--- src/rtl/ee290_bmm_accel_strided.sv ---
// RoCC accelerator: XOR-accumulated GF(2) bit-matrix product over strided operand
// streams, with optional result store, s2_nack replay and tag-matched cache responses.
module ee290_bmm_accel_strided #(
  parameter int XLEN  = 64,  // must equal DIM*DIM (one packed matrix per word)
  parameter int DIM   = 8,
  parameter int CNT_W = 16,
  parameter int TAG_W = 8
) (
  input  logic             clock,
  input  logic             reset,
  input  logic             cmd_valid,
  output logic             cmd_ready,
  input  logic [6:0]       funct,
  input  logic [XLEN-1:0]  rs1,
  input  logic [XLEN-1:0]  rs2,
  input  logic [4:0]       rd,
  output logic             resp_valid,
  input  logic             resp_ready,
  output logic [4:0]       resp_rd,
  output logic [XLEN-1:0]  resp_data,
  output logic             busy,
  output logic             mem_req_valid,
  input  logic             mem_req_ready,
  output logic [XLEN-1:0]  mem_req_addr,
  output logic [TAG_W-1:0] mem_req_tag,
  output logic             mem_req_wen,
  output logic [XLEN-1:0]  mem_wdata,
  input  logic             s2_nack,
  input  logic             mem_resp_valid,
  input  logic [TAG_W-1:0] mem_resp_tag,
  input  logic [XLEN-1:0]  mem_resp_data
);

  localparam logic [3:0] S_IDLE       = 4'd0;
  localparam logic [3:0] S_REQ_A      = 4'd1;
  localparam logic [3:0] S_WAIT_A     = 4'd2;
  localparam logic [3:0] S_REQ_B      = 4'd3;
  localparam logic [3:0] S_WAIT_B     = 4'd4;
  localparam logic [3:0] S_PROC       = 4'd5;
  localparam logic [3:0] S_STORE_REQ  = 4'd6;
  localparam logic [3:0] S_STORE_WAIT = 4'd7;
  localparam logic [3:0] S_RESP       = 4'd8;

  localparam logic [6:0] F_COMPUTE       = 7'd0;
  localparam logic [6:0] F_CFG_CNT       = 7'd1;
  localparam logic [6:0] F_CFG_STORE     = 7'd2;
  localparam logic [6:0] F_COMPUTE_STORE = 7'd3;

  localparam logic [TAG_W-2:0] SEQ_ONE = 1;
  localparam logic [CNT_W-1:0] CNT_ONE = 1;

  logic [3:0]       state;
  logic [CNT_W-1:0] count;
  logic [CNT_W-1:0] idx;
  logic [CNT_W-1:0] nack_cnt;
  logic [XLEN-1:0]  stride_a;
  logic [XLEN-1:0]  stride_b;
  logic [XLEN-1:0]  store_addr;
  logic [XLEN-1:0]  ptr_a;
  logic [XLEN-1:0]  ptr_b;
  logic [XLEN-1:0]  op_a;
  logic [XLEN-1:0]  op_b;
  logic [XLEN-1:0]  acc;
  logic [XLEN-1:0]  wdata_q;
  logic [TAG_W-2:0] seq;
  logic [TAG_W-1:0] out_tag;
  logic [1:0]       wait_cyc;
  logic [4:0]       rd_q;
  logic             store_mode;

  logic             req_fire;
  logic             nack_hit;
  logic             resp_hit;
  logic [CNT_W-1:0] nack_next;

  function automatic logic [XLEN-1:0] bmm(input logic [XLEN-1:0] a,
                                          input logic [XLEN-1:0] b);
    logic [XLEN-1:0] r;
    r = '0;
    for (int i = 0; i < DIM; i++)
      for (int j = 0; j < DIM; j++)
        for (int k = 0; k < DIM; k++)
          r[i*DIM+j] = r[i*DIM+j] ^ (a[i*DIM+k] & b[k*DIM+j]);
    return r;
  endfunction

  assign req_fire  = mem_req_valid & mem_req_ready;
  // The cache reports a nack on a fixed pipeline slot: two cycles after the fire.
  assign nack_hit  = s2_nack && (wait_cyc == 2'd2);
  assign resp_hit  = mem_resp_valid && (mem_resp_tag == out_tag);
  assign nack_next = (nack_cnt == '1) ? nack_cnt : nack_cnt + CNT_ONE;

  // cmd_ready is gated by reset so it reads 0 while reset is held.
  assign cmd_ready = reset && (state == S_IDLE);
  assign busy      = (state != S_IDLE);
  assign mem_wdata = wdata_q;

  always_comb begin
    // NOTE: every output is given a default first so no path through the case infers a latch.
    mem_req_valid = 1'b0;
    mem_req_addr  = '0;
    mem_req_tag   = '0;
    mem_req_wen   = 1'b0;
    resp_valid    = 1'b0;
    resp_rd       = '0;
    resp_data     = '0;
    case (state)
      S_REQ_A: begin
        mem_req_valid = 1'b1;
        mem_req_addr  = ptr_a;
        mem_req_tag   = {seq, 1'b0};
      end
      S_REQ_B: begin
        mem_req_valid = 1'b1;
        mem_req_addr  = ptr_b;
        mem_req_tag   = {seq, 1'b1};
      end
      S_STORE_REQ: begin
        mem_req_valid = 1'b1;
        mem_req_addr  = store_addr;
        mem_req_tag   = {seq, 1'b1};
        mem_req_wen   = 1'b1;
      end
      S_RESP: begin
        resp_valid = 1'b1;
        resp_rd    = rd_q;
        resp_data  = store_mode ? {{(XLEN-CNT_W){1'b0}}, nack_cnt} : acc;
      end
      default: ;
    endcase
  end

  // NOTE: all state here uses non-blocking assignments so every register samples pre-edge values.
  always_ff @(posedge clock or negedge reset) begin
    if (!reset) begin
      state      <= S_IDLE;
      count      <= '0;
      idx        <= '0;
      nack_cnt   <= '0;
      stride_a   <= '0;
      stride_b   <= '0;
      store_addr <= '0;
      ptr_a      <= '0;
      ptr_b      <= '0;
      op_a       <= '0;
      op_b       <= '0;
      acc        <= '0;
      wdata_q    <= '0;
      seq        <= '0;
      out_tag    <= '0;
      wait_cyc   <= '0;
      rd_q       <= '0;
      store_mode <= 1'b0;
    end else begin
      wdata_q <= '0;
      if (req_fire) begin
        seq      <= seq + SEQ_ONE;
        out_tag  <= mem_req_tag;
        wait_cyc <= 2'd1;
      end else if (wait_cyc != 2'd3) begin
        wait_cyc <= wait_cyc + 2'd1;
      end

      case (state)
        S_IDLE: begin
          if (cmd_valid) begin
            case (funct)
              F_CFG_CNT: begin
                count    <= rs1[CNT_W-1:0];
                stride_a <= {{(XLEN-32){1'b0}}, rs2[31:0]};
                stride_b <= {{(XLEN-32){1'b0}}, rs2[63:32]};
              end
              F_CFG_STORE: store_addr <= rs1;
              F_COMPUTE, F_COMPUTE_STORE: begin
                ptr_a      <= rs1;
                ptr_b      <= rs2;
                rd_q       <= rd;
                acc        <= '0;
                idx        <= '0;
                nack_cnt   <= '0;
                store_mode <= (funct == F_COMPUTE_STORE);
                if (count == '0)
                  state <= (funct == F_COMPUTE_STORE) ? S_STORE_REQ : S_RESP;
                else
                  state <= S_REQ_A;
              end
              default: ;
            endcase
          end
        end
        S_REQ_A: if (req_fire) state <= S_WAIT_A;
        S_WAIT_A: begin
          if (nack_hit) begin
            nack_cnt <= nack_next;
            state    <= S_REQ_A;
          end else if (resp_hit) begin
            op_a  <= mem_resp_data;
            state <= S_REQ_B;
          end
        end
        S_REQ_B: if (req_fire) state <= S_WAIT_B;
        S_WAIT_B: begin
          if (nack_hit) begin
            nack_cnt <= nack_next;
            state    <= S_REQ_B;
          end else if (resp_hit) begin
            op_b  <= mem_resp_data;
            state <= S_PROC;
          end
        end
        S_PROC: begin
          acc   <= acc ^ bmm(op_a, op_b);
          ptr_a <= ptr_a + stride_a;
          ptr_b <= ptr_b + stride_b;
          idx   <= idx + CNT_ONE;
          if (idx == count - CNT_ONE)
            state <= store_mode ? S_STORE_REQ : S_RESP;
          else
            state <= S_REQ_A;
        end
        S_STORE_REQ: begin
          if (req_fire) begin
            wdata_q <= acc;
            state   <= S_STORE_WAIT;
          end
        end
        S_STORE_WAIT: begin
          // Stores complete on their ack, or once the nack slot has passed quietly.
          if (nack_hit) begin
            nack_cnt <= nack_next;
            state    <= S_STORE_REQ;
          end else if (resp_hit || (wait_cyc == 2'd3)) begin
            state <= S_RESP;
          end
        end
        S_RESP: if (resp_ready) state <= S_IDLE;
        default: state <= S_IDLE;
      endcase
    end
  end

endmodule

--- config.mk ---
export PLATFORM = sky130hd
export DESIGN_NAME = ee290_bmm_accel_strided
export DESIGN_NICKNAME = d
export VERILOG_FILES = /design/src/rtl/ee290_bmm_accel_strided.sv
export SDC_FILE = /design/constraint.sdc
export NUM_CORES = 2
export LEC_CHECK = 0
export CAP_MARGIN = 30
export CORE_MARGIN = 8
export CORE_UTILIZATION = 44
export CTS_CLUSTER_DIAMETER = 50
export DETAILED_ROUTE_END_ITERATION = 8
export PLACE_DENSITY = 0.68
export SLEW_MARGIN = 5
export SYNTH_ARGS = -nofsm -noshare
export SYNTH_HDL_FRONTEND = slang
export SYNTH_SLANG_ARGS = --single-unit
--- constraint.sdc ---
create_clock -name clock -period 4.2 [get_ports clock]
set_input_delay 0.42 -clock clock [delete_from_list [all_inputs] [get_ports clock]]
set_output_delay 0.42 -clock clock [all_outputs]
set_load 0.02 [all_outputs]
==> summary.txt <==
Status
  • Status: complete, no violations

Cells and area
  • Commonest non-fill, non-tap cell in the layout: nand2_1
  • Final instance area: 0.0444 sq mm
  • Final Util: 54.1%
  • Most frequent cells in the layout: 790 x nand2_1, 586 x dfrtp_1, 426 x clkdlybuf4s50_1
  • Layout cells sized above 1: 11.4%
  • Flip-flop and latch area: 0.0147 sq mm
  • Fin cells: 5389
  • Total Nets Final: 4538
  • Multi-input logic area: 0.0205 sq mm
  • Layout area overhead: 21.9%
  • Fillers: 7359

STA
  • Post-layout minimum cycle time: 3.67 ns
  • Setup Skew: 0.0301 ns
  • FMAX: 0.272 GHz
  • Final worst slack: 0.526 ns
  • Slew Viols, Final: 0
  • Worst slew pin tran: 1.17 ns
  • Slew margin rel.: 21.8%
  • Unrepaired setup endpoints after global routing: no
  • Setup TNS: 0 ns
  • Final Hold Fails: 0
  • Worst hold slack: 0.285 ns
  • Period utilization: 87.5%
  • # setup viols final: 0

Global route
  • GRT overflow: 0
  • Overall routing resource usage: 27.1%
  • Largest net degree at the start of global routing: 164
  • First-pass GRT wire length: 196 mm
  • Vias in the first global route: 30900
  • Initial antenna violation count: 3

CTS
  • CTS tree: built
  • Clock Latency Late Sink: 0.64 ns
  • Sink Count: 587
  • H-tree lvl count: 3
  • Post-CTS Hold Buffers: 1
  • Setup bufs post-CTS: 0
  • Clk pin slew, worst setup/hold paths: 0.06 ns
  • Clock Tree Buf Depth: 3
  • PostCTS Resize Cnt: 0
  • Total CTS buffers: 86
  • Root cell of the clock tree: clkbuf_16

Floorplan
  • Die area: 0.0923 sq mm
  • Core Area: 0.0821 sq mm
  • Die W: 304 um
  • Die Span Y: 304 um
  • Io pins: 429
  • Initial Util: 44.4%
  • FP Rows: 105

Detailed routing
  • Drt pass-1 iters: 6
  • Via count: 31600
  • Met3 Routed Length: 12.3 mm
  • Uppermost layer routed: met5
  • Final ANT Viol Nets: 0
  • Starting DRT DRC Count: 3241
  • M1 WL: 52.0 mm
  • Post-DR wirelength/cell: 24.1 um
  • Vias per cell: 5.87
  • Drc violations: 0
  • Post-Route WL: 130 mm
  • Met2 WL: 60.0 mm

Worst setup path
  • Crit end category: output pin
  • Critical-path top delay cell: dfrtp_1
  • Ordered list of cells on the worst path: nand2b_1, nor3b_2, buf_12, a21oi_1, inv_2, and2_1, clkdlybuf4s50_1
  • Setup crit start: state[2]$_DFFE_PN0P_
  • Crit-path max FO: 68
  • Slowest stage delay, CP: 0.64 ns
  • Startpoint Class: flop
  • Arrival time at the worst endpoint: 3.25 ns
  • Crit Path Class: flop to output pin
  • R2R Path Start: ptr_a[11]$_DFFE_PN0P_
  • Critical Path RT: 3.78 ns
  • R2R Setup Slk: 0.64 ns

Pwr
  • Power Density: 489 mW/mm^2
  • Cell leakage power: 18.1 nW
  • Power Total: 21.7 mW
  • Peak ir drop on the vdd network: 0.342 mV

Place
  • Placed insts: 5227
  • Placed cell areas: 0.0414 sq mm
  • Dpl hpwl: 93.5 mm
  • Pre-CTS setup slack: 0.684 ns
  • Final Wtd Congestion: 0.938
  • Port Buffer Count: 428

Logic synthesis
  • Top cells by area, synth: dfrtp_1 40%, xnor2_1 9.1%, mux2_2 8.3%
  • Ys async rst share: 100%
  • Synth Instances: 3996
  • Yosys top cell by area: dfrtp_1
  • Number of synthesized flops with an enable pin: 0
  • Synth Warn #: 0
  • Avg Cell Area, Syn: 9.12 sq um
  • Syn nets: 4287
  • Share of the yosys chip area belonging to registers: 40.3%
  • FF+latch count, synth: 587
  • Share of the synthesized area in the top cell type: 40.3%
  • Mapped cell area: 0.0365 sq mm
  • Unique cell type count in the Yosys netlist: 81
  • Synth Flop Type: dfrtp_1

Min path
  • Hold WC Path Type: primary input to asynchronous set/reset pin

Flow run
  • Maxcap violations: 0
==> Yosys cell counts (8+ instances only) <==
master    count
and2_1       71
nand3_1      74
o311ai_0     31
mux2i_1      86
buf_1        33
xnor2_1     379
o21a_1        8
nor2b_1      12
a21oi_1     164
clkbuf_1    257
xor2_1      186
or4_1        17
or3_1        84
nand4_1      29
a31oi_1      10
buf_2        10
mux2_2      270
inv_1        36
o21ai_0     250
o21bai_1      8
o211ai_1     43
a22oi_1      65
a221o_1      10
and3_1       98
nor4_1        8
nand2b_1     16
nand2_1     791
nor2_1      119
nor3_1       22
dfrtp_1     587
a21o_1       39
ha_1         70
==> metal layers <==
| metal | global-route usage [%] | vias to the layer above |
|---|---|---|
| met4 | 11.0 | 2 |
| met3 | 5.99 | 315 |
| met2 | 43.6 | 1507 |
| met1 | 35.2 | 15500 |
| li1 | - | 14300 |
| met5 | 0 | - |
==> power breakdown <==
part | switching [mW] | leakage [nW] | internal, mW | total, mW
clock | 2.92 | 1.45 | 4.56 | 7.48
combinational | 3.73 | 8.98 | 2.63 | 6.36
sequential | 1.27 | 7.63 | 6.61 | 7.88
total | 7.92 | 18.1 | 13.8 | 21.7
==> registers in the layout, summed over array words and instances (netlist names), 64 cells and up <==
signal,flops
mem_wdata,64
ptr_a,64
op_a,64
store_addr,64
ptr_b,64
op_b,64
acc,64
==> logic make-up after synthesis <==
group | Yosys count | share of synthesized area, %
adder cells (fa/ha/maj) | 72 | 2.51
flip-flops | 587 | 40.3
AND/OR/NAND/NOR | 1374 | 17.3
buffers and inverters | 338 | 3.52
XOR/XNOR | 565 | 13.6
AO/OA/AOI/OAI | 704 | 12.1
multiplexers | 356 | 10.7
==> worst paths after layout <==
kind / endpoint / cells past startpoint
setup / recovery: mem_req_tag[5] / 7
hold reg to reg: rd_q[3]$_DFFE_PN0P_ / 2
hold / removal: store_addr[33]$_DFFE_PN0P_ / 2
max in group asynchronous: mem_wdata[8]$_DFF_PN0_ / 3
min in group clock: rd_q[3]$_DFFE_PN0P_ / 3
setup reg to reg: ptr_a[55]$_DFFE_PN0P_ / 10
==> worst max-delay path: cells and delay by family, from the launching register on <==
family,cells,cell delay [ns]
flip-flops,1,0.64
AO/OA/AOI/OAI,1,0.15
buffers and inverters,3,1.11
AND/OR/NAND/NOR,3,0.73
==> area by class of cell <==
type	instances	share of cell area [%]
antenna	1	0.00563
clock buffer	101	5.27
clock inverter	58	1.44
inverter	37	0.313
multi-input combinational	3071	46.2
sequential	587	33.1
tap	1070	3.01
timing repair buffer	464	10.6
Power figures use the tool's default switching activity.
